--- config.mk ---
export PLATFORM = sky130hd
export DESIGN_NAME = irq_arbiter
export DESIGN_NICKNAME = d
export VERILOG_FILES = /design/src/rtl/irq_arbiter.sv
export SDC_FILE = /design/constraint.sdc
export NUM_CORES = 1
export LEC_CHECK = 0
export CAP_MARGIN = 10
export CORE_ASPECT_RATIO = 0.5
export CORE_UTILIZATION = 53
export DETAILED_ROUTE_END_ITERATION = 10
export PLACE_DENSITY = 0.85
export SYNTH_ARGS = -nofsm -noshare
export SYNTH_HDL_FRONTEND = slang
export SYNTH_SLANG_ARGS = --single-unit
--- constraint.sdc ---
create_clock -name ACLK -period 7.8 [get_ports ACLK]
set_clock_uncertainty 0.15 [all_clocks]
set_input_delay 2.34 -clock ACLK [delete_from_list [all_inputs] [get_ports ACLK]]
set_output_delay 2.34 -clock ACLK [all_outputs]
set_load 0.02 [all_outputs]
--- src/rtl/irq_arbiter.sv ---
// irq_arbiter: round-robin interrupt arbiter with edge-sensitive sources
// and a small GIE/IER/ISR/IAR/IPR/IVR register block.
module irq_arbiter #(
   parameter int NUM_SRC          = 8,
   parameter bit IRQ_ACTIVE_STATE = 1'b1
) (
   input  logic               ACLK,
   input  logic               ARESETN,
   input  logic [NUM_SRC-1:0] src_in,
   input  logic               reg_wr,
   input  logic               reg_rd,
   input  logic [4:0]         reg_addr,
   input  logic [31:0]        reg_wdata,
   output logic [31:0]        reg_rdata,
   output logic               irq,
   output logic [4:0]         irq_vec,
   output logic               irq_vec_valid
);

   typedef enum logic [1:0] {IDLE, ARB, ASSERT, GAP} state_t;

   localparam logic [4:0] LAST_RST = 5'(NUM_SRC - 1);

   state_t             state;
   state_t             state_nxt;
   logic               gie;
   logic               armed;
   logic [NUM_SRC-1:0] ier;
   logic [NUM_SRC-1:0] isr;
   logic [NUM_SRC-1:0] src_prev;
   logic [NUM_SRC-1:0] ipr;
   logic [NUM_SRC-1:0] rise;
   logic [NUM_SRC-1:0] ack_mask;
   logic [31:0]        ipr32;
   logic [31:0]        rd_mux;
   logic [4:0]         last_grant;
   logic [4:0]         saved_grant;
   logic [4:0]         winner;
   logic               win_found;
   logic [2:0]         word;
   logic               wr_gie;
   logic               wr_ier;
   logic               wr_iar;
   logic               ack_hit;
   logic               drop_grant;
   logic               unused_addr;

   assign word        = reg_addr[4:2];
   assign unused_addr = ^reg_addr[1:0];
   assign wr_gie      = reg_wr && (word == 3'd0);
   assign wr_ier      = reg_wr && (word == 3'd1);
   assign wr_iar      = reg_wr && (word == 3'd3);
   assign ipr         = isr & ier;
   assign ipr32       = 32'(ipr);
   // The first cycle after reset only loads history, so a source
   // already high at release never counts as an edge.
   assign rise        = armed ? (src_in & ~src_prev) : '0;
   assign ack_mask    = wr_iar ? reg_wdata[NUM_SRC-1:0] : '0;
   assign ack_hit     = wr_iar && reg_wdata[irq_vec];
   assign drop_grant  = (wr_gie && !reg_wdata[0]) ||
                        (wr_ier && !reg_wdata[irq_vec]);

   // Control and sticky status registers; a new edge beats a clear.
   always_ff @(posedge ACLK or negedge ARESETN) begin
      if (!ARESETN) begin
         gie      <= 1'b0;
         ier      <= '0;
         isr      <= '0;
         src_prev <= '0;
         armed    <= 1'b0;
      end else begin
         armed    <= 1'b1;
         src_prev <= src_in;
         isr      <= (isr & ~ack_mask) | rise;
         if (wr_gie) gie <= reg_wdata[0];
         if (wr_ier) ier <= reg_wdata[NUM_SRC-1:0];
      end
   end

   // Read mux; unmapped words and the write-only ack word read 0.
   always_comb begin
      rd_mux = '0;
      case (word)
         3'd0:    rd_mux = {31'b0, gie};
         3'd1:    rd_mux = 32'(ier);
         3'd2:    rd_mux = 32'(isr);
         3'd4:    rd_mux = ipr32;
         3'd5:    rd_mux = {irq_vec_valid, 26'b0, irq_vec};
         default: rd_mux = '0;
      endcase
   end

   // Read data register, sampled with pre-write register contents.
   always_ff @(posedge ACLK or negedge ARESETN) begin
      if (!ARESETN) reg_rdata <= '0;
      else if (reg_rd) reg_rdata <= rd_mux;
   end

   // Round-robin search upward from the source after last_grant.
   always_comb begin
      logic [5:0] s;
      win_found = 1'b0;
      winner    = '0;
      s         = '0;
      for (int i = 1; i <= NUM_SRC; i++) begin
         s = {1'b0, last_grant} + 6'(i);
         if (s >= 6'(NUM_SRC)) s = s - 6'(NUM_SRC);
         if (!win_found && ipr32[s[4:0]]) begin
            win_found = 1'b1;
            winner    = s[4:0];
         end
      end
   end

   // FSM state register.
   always_ff @(posedge ACLK or negedge ARESETN) begin
      if (!ARESETN) state <= IDLE;
      else state <= state_nxt;
   end

   // FSM next-state logic.
   always_comb begin
      state_nxt = state;
      case (state)
         IDLE:    if (gie && |ipr) state_nxt = ARB;
         ARB:     state_nxt = (gie && win_found) ? ASSERT : IDLE;
         ASSERT: begin
            if (ack_hit) state_nxt = GAP;
            else if (drop_grant) state_nxt = IDLE;
         end
         GAP:     state_nxt = IDLE;
         default: state_nxt = IDLE;
      endcase
   end

   // FSM output: irq is active only while a grant is asserted.
   always_comb begin
      irq = ~IRQ_ACTIVE_STATE;
      if (state == ASSERT) irq = IRQ_ACTIVE_STATE;
   end

   // Grant bookkeeping; a discarded grant restores the old pointer.
   always_ff @(posedge ACLK or negedge ARESETN) begin
      if (!ARESETN) begin
         irq_vec       <= '0;
         irq_vec_valid <= 1'b0;
         last_grant    <= LAST_RST;
         saved_grant   <= LAST_RST;
      end else if (state == ARB && state_nxt == ASSERT) begin
         irq_vec       <= winner;
         irq_vec_valid <= 1'b1;
         saved_grant   <= last_grant;
         last_grant    <= winner;
      end else if (state == ASSERT && state_nxt != ASSERT) begin
         irq_vec       <= '0;
         irq_vec_valid <= 1'b0;
         if (state_nxt == IDLE) last_grant <= saved_grant;
      end
   end

endmodule

==> results of run 1 <==
-- critical path, delay by kind of cell --
| family | cells | cell delay (ns) |
|---|---|---|
| AOI/OAI and AO/OA | 2 | 0.48 |
| buffers and inverters | 1 | 0.83 |
| muxes | 1 | 0.20 |
| and+or+nand+nor | 3 | 1.49 |
-- worst paths after layout --
kind / endpoint / slack, ns / cells past startpoint
worst max-delay path: last_grant[0] / 2.54 / 7
min in group asynchronous: last_grant[3] / 1.99 / 2
worst max register to register: last_grant[1] / 3.32 / 10
worst min-delay path: isr[6] / 0.29 / 1
max in group asynchronous: reg_rdata[1] / 5.05 / 2
worst min register to register: isr[6] / 0.29 / 1
-- synth_stat cells, drive strengths merged, types with 2 or more instances --
cell type | number | area share, %
dfrtp | 47 | 28
nand2 | 43 | 3.9
buf | 34 | 5.7
o21ai | 31 | 3.8
inv | 24 | 2.2
a21oi | 22 | 2.7
nor2 | 19 | 1.7
ha | 18 | 5.4
mux4 | 14 | 7.6
clkbuf | 11 | 1.0
mux2 | 10 | 2.7
mux2i | 10 | 2.4
nand3 | 9 | 1.1
nand4 | 8 | 1.2
nor2b | 8 | 1.2
o22ai | 8 | 1.2
a32o | 7 | 1.7
xnor2 | 7 | 1.5
dfstp | 6 | 3.8
nand4b | 6 | 1.3
a22oi | 5 | 0.91
and2 | 5 | 0.75
nand2b | 5 | 0.81
nand3b | 5 | 0.91
or2 | 5 | 0.81
a211oi | 4 | 1.1
a41oi | 4 | 0.84
and3 | 4 | 0.60
nand4bb | 4 | 1.5
nor3 | 4 | 0.75
nor3b | 4 | 1.0
o211ai | 4 | 0.84
a21o | 3 | 0.54
nor4 | 3 | 0.60
xor2 | 3 | 0.81
a31oi | 2 | 0.30
conb | 2 | 0.18
o2111a | 2 | 0.54
o21bai | 2 | 0.36
o221a | 2 | 0.75
o221ai | 2 | 0.42
o31a | 2 | 0.42
or3 | 2 | 0.30
-- power by group through the flow --
stage                     logic [mW]  registers (mW)  clock network (mW)
after global routing            1.04           0.483               0.278
after floorplan                0.784           0.403                   0
after CTS                      0.946           0.466               0.267
after global placement         0.919           0.467                   0
final                          0.964           0.470               0.265
after detailed placement       0.930           0.470                   0
-- flip-flops by register name, summed over array words and instances, names as in the netlist --
name and cells:
ier 8, last_grant 5, reg_rdata 9, irq_vec_valid 1, saved_grant 5, state 2, gie 1, isr 8
armed 1, irq_vec 5, src_prev 8
-- per-stage QoR --
stage	total power, mW	worst slack (ns)	instances
finish	1.70	2.54	592
global route	1.80	2.38	592
CTS	1.68	2.59	592
detailed placement	1.40	2.37	584
global placement	1.39	2.43	584
floorplan	1.19	3.46	458
-- per-layer routing --
metal,up-vias,GRT usage (%),part of all wire [%]
li1,1658,-,-
met5,-,0,0
met1,1763,38.6,44
met3,22,5.12,7.5
met2,174,44.2,47
met4,0,8.48,1.7
-- layout make-up --
type / count / area [µm²]
tap: 108 / 135
sequential: 53 / 1330
inverter: 24 / 90.1
clock inverter: 3 / 50.0
multi-input combinational: 336 / 2530
fill: 593 / 2570
clock buffer: 5 / 125
timing repair buffer: 63 / 623
-- cells by family after synthesis --
| logic type | share of synthesized area [%] |
|---|---|
| compound gates | 19.3 |
| buf+inv | 8.87 |
| xor+xnor | 2.29 |
| other cells | 0.181 |
| mux | 12.7 |
| flops | 32.2 |
| fa+ha+maj | 5.43 |
| simple gates | 19.0 |
==> results.txt, run 1 <==
----------------------------------------------------
[Synthesis]
  Share of async-settable or async-resettable flops after synthesis ... 100%
  Share of the yosys chip area belonging to registers ... around a third
  Post-synthesis cell area ... 4150 µm²
  Number of flops mapped to enable cells by yosys ... 0
  Primary FF master, synth ... dfrtp_1
  Total of flip-flops plus latches after synthesis ... 53
  Warnings from Yosys ... 0
  Distinct cell type count after synthesis ... 75
  Synth Instances ... around 440
  Post-Syn Area per Cell ... between 9 and 10 µm²

[Power and ir drop]
  Power density over the cells ... 348 nW/µm²
  Share of total power consumed by net switching ... about 45%
  Fraction of power consumed by sequential logic ... between 20 and 30%
  Leakage power of the design ... 1.99 nW
  Design internal power ... ~0.94 mW
  Combinational Power Share ... 56.7%
  Worst-case vdd ir drop ... between 0.1 and 0.15 mV
  Sw power ... ~0.76 mW
  Clock share of power ... around 16%

[Floorplanning]
  Core area ... 7460 µm²
  Die height ... 64.5 µm
  Num ports ... between 80 and 90
  Horizontal extent of the die ... 127 µm
  Starting Density ... 55.6%
  Die area ... around 8200 µm²
  Total number of placement rows ... 22

[Cells and area]
  Post-layout utilization of the core ... about two thirds
  Area added between synthesis and finish ... 17.8%
  Finished Cell Area ... about 4900 µm²
  Leading cell type in the layout, fill and taps excluded ... clkdlybuf4s50_1
  Proportion of layout cells with a drive suffix above 1 ... 12.2%
  Count of nets after finishing ... 550
  Top library cells by usage in the layout, fill and taps aside ... clkdlybuf4s50_1, dfrtp_1, nand2_1, conb_1, inv_1
  Number of antenna diodes ... 0

[CTS]
  Number of buffers on the longest clock path ... 2
  Sink count of the clock tree ... 53
  Number of resized instances in the post-cts repair step ... 0
  Root Buffer ... clkbuf_16
  Clock latency at the later pin of the worst-skew pair ... ~0.30 ns
  Number of levels in the clock H-tree ... 2
  Buffers inserted during post-CTS setup optimization ... 0
  Number of buffers inserted during clock tree synthesis ... 5
  Reg clk slew, reported paths ... around 0.080 ns
  # hold bufs at CTS ... 0
  TritonCTS clock tree ... yes

[Routing]
  Number of iterations in the first detailed-routing pass ... 5
  Residual DRC count ... 0
  Final antenna-violating net count ... 0
  Drt via density ... between 6 and 7
  Total number of vias ... approximately 3600
  Final wirelength ... about 11000 µm
  Mean routed wirelength per cell ... ~18 µm
  Initial DRC Count ... 374

[Global route]
  Global-route wire length before repair ... between 15000 and 20000 µm
  Total track usage ... between 20 and 30%
  Remaining global-route overflow ... 0
  Number of global-route vias before repair ... roughly 3400
  Antenna violations before repair ... 0
  Maximum number of pins on one net before global-route repair ... 54

[STA]
  RSZ-0062 raised after global routing ... false
  Max Fclk ... around 0.19 GHz
  Pin slew with the least headroom to its limit ... about 0.81 ns
  Fin crit share ... about two thirds
  Hold slack final ... roughly 0.3 ns
  Hold violation count in the final report ... 0
  Total negative setup slack ... 0 ns
  Number of setup violations in the final report ... 0
  Max_slew headroom ... 45.7%
  Pins over their slew limit ... 0
  Post-route minimum period ... around 5.3 ns

[Place]
  Dpl cell area ... roughly 4700 µm²
  Final estimated routing congestion in global placement ... just under 0.9
  IO Port Bufs ... 62
  Detailed-placement wirelength estimate ... 7480 µm

[Setup path]
  Most used cell along the critical path ... nor2b_1
  Reg-to-Reg Start ... last_grant[0]
  Data arrival time of the worst path ... between 5 and 6 ns
  Kind of start point of the critical path ... input port
  Sequence of cells on the critical path ... clkdlybuf4s50_1 -> nor2b_1 -> nor2b_1 -> a22o_2 -> nand2_1 -> mux2i_1 -> o22ai_1
  Source of the critical timing path ... reg_addr[2]
  Crit. End Element ... register
  Critical path data required time ... 7.88 ns
  Slowest cell on crit path ... clkdlybuf4s50_1
  Startpoint-to-endpoint class of the critical path ... in -> reg
  Slowest cell delay on critical path ... around 0.83 ns
  Worst-path maximum fanout ... 18

[Min path]
  Min-delay worst type ... reg -> reg
  Worst Min Path Start ... src_prev[6]

[Flow run]
  Number of max-cap violations ... 0

[Run status]
  Result of the run ... finished clean

----------------------------------------------------
Note: power is estimated with default switching activity, not from simulation.
==> inputs of run 2 (changes only) <==
- CORE_UTILIZATION: 53 -> 52
- PLACE_DENSITY: 0.85 -> 0.83
- clock period: 7.8 -> 5.3 ns (I/O delays scaled with it)
==> results.txt, run 2 (synthesis results as in run 1) <==
----------------------------------------------------
[STA]
  Pins over their slew limit ... 0 (unchanged)
  Fin crit share ... between 80% and 90%
  Total negative setup slack ... 0 ns (unchanged)
  Max Fclk ... 0.226 GHz
  Post-route minimum period ... ~4.4 ns
  Number of setup violations in the final report ... 0 (unchanged)
  Hold violation count in the final report ... 0 (unchanged)
  Pin slew with the least headroom to its limit ... 0.669 ns (-0.144 ns)
  Max_slew headroom ... 55.4% (+9.7 points)
  RSZ-0062 raised after global routing ... false

[Place]
  Final estimated routing congestion in global placement ... 0.857 (-2.7%)
  Detailed-placement wirelength estimate ... 8000 µm (+7.0%)
  IO Port Bufs ... 62 (unchanged)

[Cells and area]
  Layout fillers ... 610 (+2.9%)
  Count of nets after finishing ... 553 (+0.55%)
  Number of antenna diodes ... 0 (unchanged)
  Largest register FFs ... 9 (unchanged)
  Area added between synthesis and finish ... 17.8% (about the same)
  Register bank with the most flops ... reg_rdata
  Leading cell type in the layout, fill and taps excluded ... clkdlybuf4s50_1
  Top library cells by usage in the layout, fill and taps aside ... clkdlybuf4s50_1, dfrtp_1, nand2_1, conb_1, inv_1
  Register Area ... 1330 µm² (unchanged)
  Proportion of layout cells with a drive suffix above 1 ... 12.7% (+0.54 points)
  Multi-input logic area ... 2530 µm² (unchanged)

[Global route]
  Maximum number of pins on one net before global-route repair ... 38 (-30%)
  Remaining global-route overflow ... 0 (unchanged)
  Global-route wire length before repair ... 17900 µm (+1.6%)
  Total track usage ... 28.0% (+0.27 points)
  Number of global-route vias before repair ... 3507 (+3.8%)
  Antenna violations before repair ... 0 (unchanged)

[CTS]
  # hold bufs at CTS ... 0 (unchanged)
  Clock latency at the later pin of the worst-skew pair ... 0.31 ns (about the same)
  Number of levels in the clock H-tree ... 2 (unchanged)
  TritonCTS clock tree ... yes
  Sink count of the clock tree ... 53 (unchanged)
  Number of buffers inserted during clock tree synthesis ... 5 (unchanged)
  Buffers inserted during post-CTS setup optimization ... 0 (unchanged)
  Root Buffer ... clkbuf_16
  Number of resized instances in the post-cts repair step ... 0 (unchanged)
  Reg clk slew, reported paths ... 0.07 ns (about the same)
  Number of buffers on the longest clock path ... 2 (unchanged)

[Setup path]
  Critical path data required time ... 5.38 ns (-2.50 ns)
  Data arrival time of the worst path ... 4.51 ns (-0.83 ns)
  Startpoint-to-endpoint class of the critical path ... reg -> reg
  Kind of start point of the critical path ... register
  Worst-path maximum fanout ... 20 (+2)
  Crit. End Element ... register

[Power and ir drop]
  Leakage power of the design ... 2.00 nW (+0.28%)
  Power Total ... 2.48 mW (+46%)
  Worst-case vdd ir drop ... 0.224 mV (+55%)
  Power density over the cells ... 507 nW/µm² (+46%)

[Routing]
  Residual DRC count ... 0 (unchanged)
  Number of iterations in the first detailed-routing pass ... 6 (+1)
  Final antenna-violating net count ... 0 (unchanged)
  Drt via density ... 6.12 (+0.21%)
  Mean routed wirelength per cell ... 18.4 µm (+1.5%)
  Final wirelength ... 10900 µm (+2.0%)
  Total number of vias ... 3643 (+0.72%)
  Initial DRC Count ... 309 (-17%)

[Floorplanning]
  Total number of placement rows ... 22 (unchanged)
  Num ports ... 88 (unchanged)
  Die area ... 8360 µm² (+1.9%)
  Starting Density ... 55.2% (-0.41 points)
  Die height ... 65.1 µm (+0.93%)
  Core area ... 7510 µm² (+0.74%)
  Horizontal extent of the die ... 128 µm (+0.94%)

[Min path]
  Min-delay worst type ... reg -> reg

[Run status]
  Result of the run ... finished clean

[Flow run]
  Number of max-cap violations ... 0 (unchanged)

----------------------------------------------------
## run 2: changes by cell type in the layout (fill, tap and decap cells not counted)
cell / delta
buf_4: +3
bufinv_16: -1
inv_6: +1
## run 2: final timing paths
check | start | endpoint | slack (ns) | cells after the start
max in group asynchronous | ARESETN | saved_grant[1] | 3.14 | 2
min in group asynchronous | ARESETN | armed | 1.03 | 1
worst min-delay path | src_prev[6] | isr[6] | 0.28 | 1
worst max-delay path | last_grant[1] | last_grant[1] | 0.87 | 10
worst min register to register | src_prev[6] | isr[6] | 0.28 | 1
worst max register to register | last_grant[1] | last_grant[1] | 0.87 | 10
## run 2: power breakdown
part / switching (mW) / internal [mW]
clock: 0.169 / 0.182
sequential: 0.161 / 0.494
combinational: 0.804 / 0.666
total: 1.13 / 1.34
## run 2: final cells by class
class | instances | share of cell area, %
Tap cell | 108 | 2.77
Timing Repair Buffer | 66 | 13.2
Multi-Input combinational cell | 336 | 51.7
Clock buffer | 5 | 2.56
Inverter | 24 | 1.84
Clock inverter | 3 | 0.589
Sequential cell | 53 | 27.3
## run 2: stage by stage
step	instance area [µm²]	hold slack, ns	util, %	worst slack [ns]	instances
final	4890	0.280	65.0	0.873	595
after global routing	4890	0.338	65.0	0.542	595
after CTS	4890	0.282	65.0	0.943	595
after detailed placement	4730	0.267	63.0	0.968	587
after global placement	4730	0.263	63.0	1.07	587
after floorplan	4230	0.260	-	1.71	458
## run 2: critical path: stages (launching register included)
cell and delay (ns):
dfstp_2 0.78, inv_1 0.31, ha_1 0.77, nand4bb_1 0.24, a41oi_1 0.17, o221ai_1 0.45, o21ai_1 0.17, nand4bb_4 0.31
o21ai_2 0.59, inv_1 0.22, o21bai_1 0.18
## run 2: layer usage
metal	wire [µm]	vias to the layer above	global-route usage [%]
met5	0	-	0
met4	229	0	10.0
met3	773	28	5.54
met2	5050	176	45.0
met1	4880	1770	37.9
li1	-	1669	-
